[config.mk]
export PLATFORM = sky130hd
export DESIGN_NAME = sliced_alu
export DESIGN_NICKNAME = d
export VERILOG_FILES = /design/src/rtl/alu_pkg.sv /design/src/rtl/alu_slice.sv /design/src/rtl/sliced_alu.sv
export SDC_FILE = /design/constraint.sdc
export NUM_CORES = 1
export LEC_CHECK = 0
export BUFFER_PORTS_ARGS = -buffer_cell sky130_fd_sc_hd__buf_2
export CORE_AREA = 4 4 129 131
export CTS_BUF_LIST = sky130_fd_sc_hd__clkbuf_8
export DETAILED_ROUTE_END_ITERATION = 10
export DIE_AREA = 0 0 133 135
export SLEW_MARGIN = 0
export SYNTH_ARGS = -nofsm -noshare
export SYNTH_HDL_FRONTEND = slang
export SYNTH_SLANG_ARGS = --single-unit
[constraint.sdc]
create_clock -name clk -period 6.8 [get_ports clk]
set_clock_uncertainty 0.05 [all_clocks]
set_input_delay 1.36 -clock clk [delete_from_list [all_inputs] [get_ports clk]]
set_output_delay 1.36 -clock clk [all_outputs]
set_load 0.01 [all_outputs]
[src/rtl/alu_pkg.sv]
// Shared definitions for the sliced ALU: control-field layout, op codes,
// named control words and the FSM state type.
package alu_pkg;

  localparam int CON_AINV  = 3;
  localparam int CON_BINV  = 2;
  localparam int CON_OP_HI = 1;
  localparam int CON_OP_LO = 0;

  typedef enum logic [1:0] {
    OP_AND = 2'b00,
    OP_OR  = 2'b01,
    OP_ADD = 2'b10,
    OP_SLT = 2'b11
  } op_e;

  localparam logic [3:0] CON_AND  = 4'd0;
  localparam logic [3:0] CON_OR   = 4'd1;
  localparam logic [3:0] CON_ADD  = 4'd2;
  localparam logic [3:0] CON_SUB  = 4'd6;
  localparam logic [3:0] CON_SLT  = 4'd7;
  localparam logic [3:0] CON_SUB2 = 4'd10;
  localparam logic [3:0] CON_NOR  = 4'd12;
  localparam logic [3:0] CON_NAND = 4'd13;

  typedef enum logic [1:0] {
    IDLE = 2'b00,
    BUSY = 2'b01,
    DONE = 2'b10
  } state_e;

endpackage

[src/rtl/alu_slice.sv]
// Combinational SLICE-bit ALU cell operating on already-inverted operands.
// SLT slices produce zero; the set bit is inserted by the top on the last slice.
module alu_slice
  import alu_pkg::*;
#(
  parameter int SLICE = 8
) (
  input  logic [SLICE-1:0] a,
  input  logic [SLICE-1:0] b,
  input  logic             cin,
  input  op_e              op,
  output logic [SLICE-1:0] res,
  output logic             cout,
  output logic             cmsb,
  output logic             smsb
);

  logic [SLICE:0] sum;

  always_comb begin
    sum  = {1'b0, a} + {1'b0, b} + (SLICE+1)'(cin);
    cout = sum[SLICE];
    smsb = sum[SLICE-1];
    // Carry into the MSB recovered from the MSB sum bit and its operand bits.
    cmsb = sum[SLICE-1] ^ a[SLICE-1] ^ b[SLICE-1];
    case (op)
      OP_AND:  res = a & b;
      OP_OR:   res = a | b;
      OP_ADD:  res = sum[SLICE-1:0];
      default: res = '0;
    endcase
  end

endmodule

[src/rtl/sliced_alu.sv]
// Multi-cycle integer ALU: WIDTH-bit operands processed SLICE bits per cycle,
// LSB first, with valid/ready handshakes on request and result sides.
module sliced_alu
  import alu_pkg::*;
#(
  parameter int WIDTH = 32,
  parameter int SLICE = 8
) (
  input  logic             clk,
  input  logic             reset,
  input  logic             in_valid,
  output logic             in_ready,
  input  logic [WIDTH-1:0] a,
  input  logic [WIDTH-1:0] b,
  input  logic [3:0]       con,
  output logic             out_valid,
  input  logic             out_ready,
  output logic [WIDTH-1:0] result,
  output logic             zero,
  output logic             overflow,
  output logic             carryout
);

  localparam int NS = WIDTH / SLICE;
  localparam int CW = (NS > 1) ? $clog2(NS) : 1;
  localparam logic [CW-1:0] LAST = CW'(NS - 1);

  if (SLICE < 1 || WIDTH % SLICE != 0) begin : g_bad_cfg
    $error("sliced_alu: WIDTH must be a positive multiple of SLICE");
  end

  state_e           state;
  logic [CW-1:0]    cnt;
  logic             carry_q;
  logic [WIDTH-1:0] a_q;
  logic [WIDTH-1:0] b_q;
  op_e              op_q;

  logic [SLICE-1:0] a_s;
  logic [SLICE-1:0] b_s;
  logic [SLICE-1:0] res_s;
  logic             cout_s;
  logic             cmsb_s;
  logic             smsb_s;
  logic             ovf_fin;
  logic             slt_bit;
  logic             last;
  logic [WIDTH-1:0] res_next;

  assign in_ready  = (state == IDLE);
  assign out_valid = (state == DONE);
  assign last      = (cnt == LAST);

  // Operands are stored pre-inverted so every slice sees A' and B' directly.
  always_ff @(posedge clk) begin
    if (state == IDLE && in_valid) begin
      a_q  <= con[CON_AINV] ? ~a : a;
      b_q  <= con[CON_BINV] ? ~b : b;
      op_q <= op_e'(con[CON_OP_HI:CON_OP_LO]);
    end
  end

  always_comb begin
    a_s = a_q[int'(cnt)*SLICE +: SLICE];
    b_s = b_q[int'(cnt)*SLICE +: SLICE];
  end

  alu_slice #(.SLICE(SLICE)) u_slice (
    .a    (a_s),
    .b    (b_s),
    .cin  (carry_q),
    .op   (op_q),
    .res  (res_s),
    .cout (cout_s),
    .cmsb (cmsb_s),
    .smsb (smsb_s)
  );

  always_comb begin
    ovf_fin  = cmsb_s ^ cout_s;
    slt_bit  = smsb_s ^ ovf_fin;
    res_next = result;
    res_next[int'(cnt)*SLICE +: SLICE] = res_s;
    if (last && op_q == OP_SLT) begin
      res_next = WIDTH'(slt_bit);
    end
  end

  always_ff @(posedge clk or posedge reset) begin
    if (reset) begin
      state    <= IDLE;
      cnt      <= '0;
      carry_q  <= 1'b0;
      result   <= '0;
      zero     <= 1'b0;
      overflow <= 1'b0;
      carryout <= 1'b0;
    end else begin
      case (state)
        IDLE: begin
          if (in_valid) begin
            carry_q <= con[CON_AINV] | con[CON_BINV];
            cnt     <= '0;
            state   <= BUSY;
          end
        end
        BUSY: begin
          result  <= res_next;
          carry_q <= cout_s;
          if (last) begin
            zero     <= (res_next == '0);
            overflow <= ovf_fin;
            carryout <= cout_s;
            state    <= DONE;
          end else begin
            cnt <= cnt + 1'b1;
          end
        end
        DONE: begin
          if (out_ready) begin
            state <= IDLE;
          end
        end
        default: state <= IDLE;
      endcase
    end
  end

endmodule

==> summary.md <==
| Metric | Value |
|---|---|
| Status | `completed` |
| Total wire length | `about 13000 um` |
| EDFF count, synth | `66` |
| Startpoint types | `flip-flop` |
| Num CTS Buffers | `9` |
| Fin Hold WS | `0.440 ns` |
| Mux contribution to synthesized area | `0.0725` |
| Cell family with most CP delay | `compound AO/OA/AOI/OAI gates` |
| Starting Density | `0.363` |
| Drt drc | `0` |
| Largest family of logic cells by synthesized area | `XOR/XNOR gates` |
| Synth-to-layout area growth | `16.9%` |
| DRT Pass-1 Iters | `5` |
| Via density per instance | `4.98` |
| Synthesized cell area | `0.00566 mm2` |
| Total power | `between 3 and 4 mW` |
| Pwr dens | `approximately 470 mW/mm2` |
| Largest net degree at the start of global routing | `67` |
| Fin nets | `670` |
| Gpl congestion | `0.828` |
| Compound-gate portion of the synthesized area | `0.0995` |
| Die area | `about 0.018 mm2` |
| Synth Net Count | `~570` |
| Clk sinks | `around 110` |
| FF-to-FF setup slack | `approximately 2.7 ns` |
| Max Cap Viol | `0` |
| Placed wire-length estimate | `between 10000 and 15000 um` |
| Worst-Margin Slew | `approximately 0.87 ns` |
| First-pass GRT wire length | `approximately 21000 um` |
| Slew HR | `0.420` |
| Finished Core Util | `0.424` |
| Simple-gate share of the synthesized area | `0.100` |
| Core Region | `0.0156 mm2` |
| Final min period | `4.06 ns` |
| Post-synthesis async set-or-reset flop share | `0.377` |
| Ant. Diodes | `0` |
| Adder-Cell Fraction of Synth Area | `0.0557` |
| Global route overflow | `0` |
| CP Cell Sequence | `mux4_2, fa_1, inv_1, fa_1, nor2b_1, o22a_1, mux2i_1, nor3_1, a31oi_1, o41ai_1, a32o_1` |
| Setup Crit Path Kind | `reg -> reg` |
| Yosys Warn Count | `0` |
| Clk slew on worst S/H paths | `about 0.09 ns` |
| Dpl ws | `about 2.8 ns` |
| Slack of the critical path | `approximately 2.7 ns` |
| Hold Path Depth | `2` |
| Unrepaired setup endpoints after global routing | `no` |
| Avg Cell Area, Syn | `about 12 um2` |
| CTS tree | `yes` |
| Cts hold-fix bufs | `0` |
| Worst EP required | `7.07 ns` |
| Final count of pins violating max slew | `0` |
| Htree depth | `3` |
| Commonest cells post-synth | `66 x edfxtp_1, 66 x xor2_1, 44 x nand2_1` |
| Crit path DAT | `approximately 4.3 ns` |
| Synth top area cells | `edfxtp_1 35%, dfrtp_1 18%, xor2_1 10%` |
| Xor and xnor area share after synthesis | `0.110` |
| WP depth | `11` |
| Number of synthesized register bits | `about 110` |
| First DRT Iteration DRCs | `273` |
| Total setup buffers inserted after CTS | `0` |
| Top cell type's share of synthesized area | `0.350` |
| Num ports | `109` |
| IO buf count | `108` |
| R2R depth | `11` |
| CP max-delay cell | `dfrtp_1` |
| Die height | `around 140 um` |
| CP most frequent cell | `fa_1` |
| Setup TNS | `0 ns` |
| Cts repair resizes | `0` |
| CP max stage delay | `0.92 ns` |
| Post-route clock period utilization | `0.597` |
| Synth cell types | `58` |
| Worst VDD drop | `~180 uV` |
| Share of layout cells above drive strength 1 | `0.257` |
| GRT Total Usage | `0.150` |
| Fmax | `~250 MHz` |
| WL per Instance | `about 17 um` |
| Final setup fails | `0` |
| Chip width | `between 100 and 150 um` |
| Max FO, Critical Path | `20` |
| Synthesized instance count | `470` |
| Endpoint class of the critical path | `flip-flop` |
| Synth Flop Type | `edfxtp_1` |
| Sequential area share after synthesis | `0.527` |
| CTS Buffer Depth | `2` |
| Clock Latency Late Sink | `roughly 0.38 ns` |
| Hold Path Class | `reg -> reg` |
| CTS Root Cell | `clkbuf_8` |
| Buffer and inverter count on the worst path | `1` |
| Vias in the first global route | `4098` |
| # rows | `46` |
| Final Hold Fails | `0` |
| P_leak | `2.89 nW` |
| Via count | `3962` |
| Largest area contributor in the netlist | `edfxtp_1` |
| ANT nets after route | `0` |
| Antenna violations before repair | `0` |
-- layout by cell type (no fill, tap or decap), types with 2 or more instances in the layout --
master,synthesis,layout
nor2b_1,5,5
ha_1,22,22
mux4_2,16,16
nor4_1,2,2
buf_2,4,108
a22o_1,5,5
xnor2_1,3,3
o22ai_1,2,2
bufinv_16,0,2
dfrtp_1,40,40
xor2_1,66,66
a31oi_1,2,2
a21o_1,2,2
buf_4,1,3
nor2_1,26,26
nor3_1,11,11
and3_1,3,3
nand4_1,2,2
edfxtp_1,66,66
or2_2,2,2
a211oi_1,5,5
clkbuf_8,1,9
o22a_1,3,3
nand2b_1,4,4
o21ai_0,31,31
o21ai_1,4,4
inv_1,28,28
a32o_1,4,4
o21a_1,2,2
fa_1,2,2
a21oi_1,10,10
nand2_1,44,44
nand3_1,9,9
o221ai_1,2,2
mux2i_1,5,5
or3_1,2,2
o2111ai_1,3,3
-- routing by layer --
layer  vias up  GRT usage  share of wire
li1       1896          -              -
met1      1893      0.193           0.45
met2       154      0.248           0.47
met3        19     0.0302          0.061
met4         0     0.0635          0.022
met5         -          0              0
-- power by group --
part	switching, mW	leakage (nW)	total (mW)	internal [mW]
clock network	0.212	0.109	0.419	0.207
logic	1.01	1.63	1.69	0.687
registers	0.131	1.16	1.03	0.897
total	1.35	2.89	3.14	1.79
-- worst reg2reg max path: cells and delay by family, from the launching register on --
| kind | cells | cell delay, ns |
|---|---|---|
| AOI/OAI and AO/OA | 4 | 1.03 |
| DFF | 1 | 0.92 |
| and+or+nand+nor | 2 | 0.69 |
| adders and majority gates | 2 | 0.64 |
| muxes | 2 | 0.59 |
| buffers and inverters | 1 | 0.08 |
-- kinds of logic (layout without fill, tap and decap cells) --
group,count (synthesis),after routing
AO/OA/AOI/OAI,85,85
XOR/XNOR,70,70
adder cells (fa/ha/maj),24,24
buffers and inverters,46,155
flip-flops,106,106
multiplexers,21,21
AND/OR/NAND/NOR,118,118
-- flip-flops by register name, summed over array words and instances, names as in the netlist --
name and count:
zero 1, a_q 32, state 2, overflow 1
carryout 1, result 32, b_q 32, op_q 2
carry_q 1, cnt 2
-- final timing paths --
| check | to | start |
|---|---|---|
| max | zero | cnt[1] |
| max in group asynchronous | result[12] | reset |
| max reg2reg | zero | cnt[1] |
| min | carryout | carryout |
| min reg2reg | carryout | carryout |
| min in group asynchronous | result[31] | reset |
-- final cells by class --
type,instances,area [um2]
timing repair buffer,111,563
inverter,28,105
multi-input combinational,318,2480
fill,1510,8980
clock buffer,9,124
tap,216,270
clock inverter,7,92.6
sequential,106,2980
-- through the flow --
stage / cell area [um2] / std cells
2_1_floorplan: 5660 / 470
3_3_place_gp: 6400 / 779
3_5_place_dp: 6400 / 779
4_1_cts: 6610 / 795
5_1_grt: 6610 / 795
6_report: 6610 / 795
No activity file was read; power rests on OpenSTA's default activity.
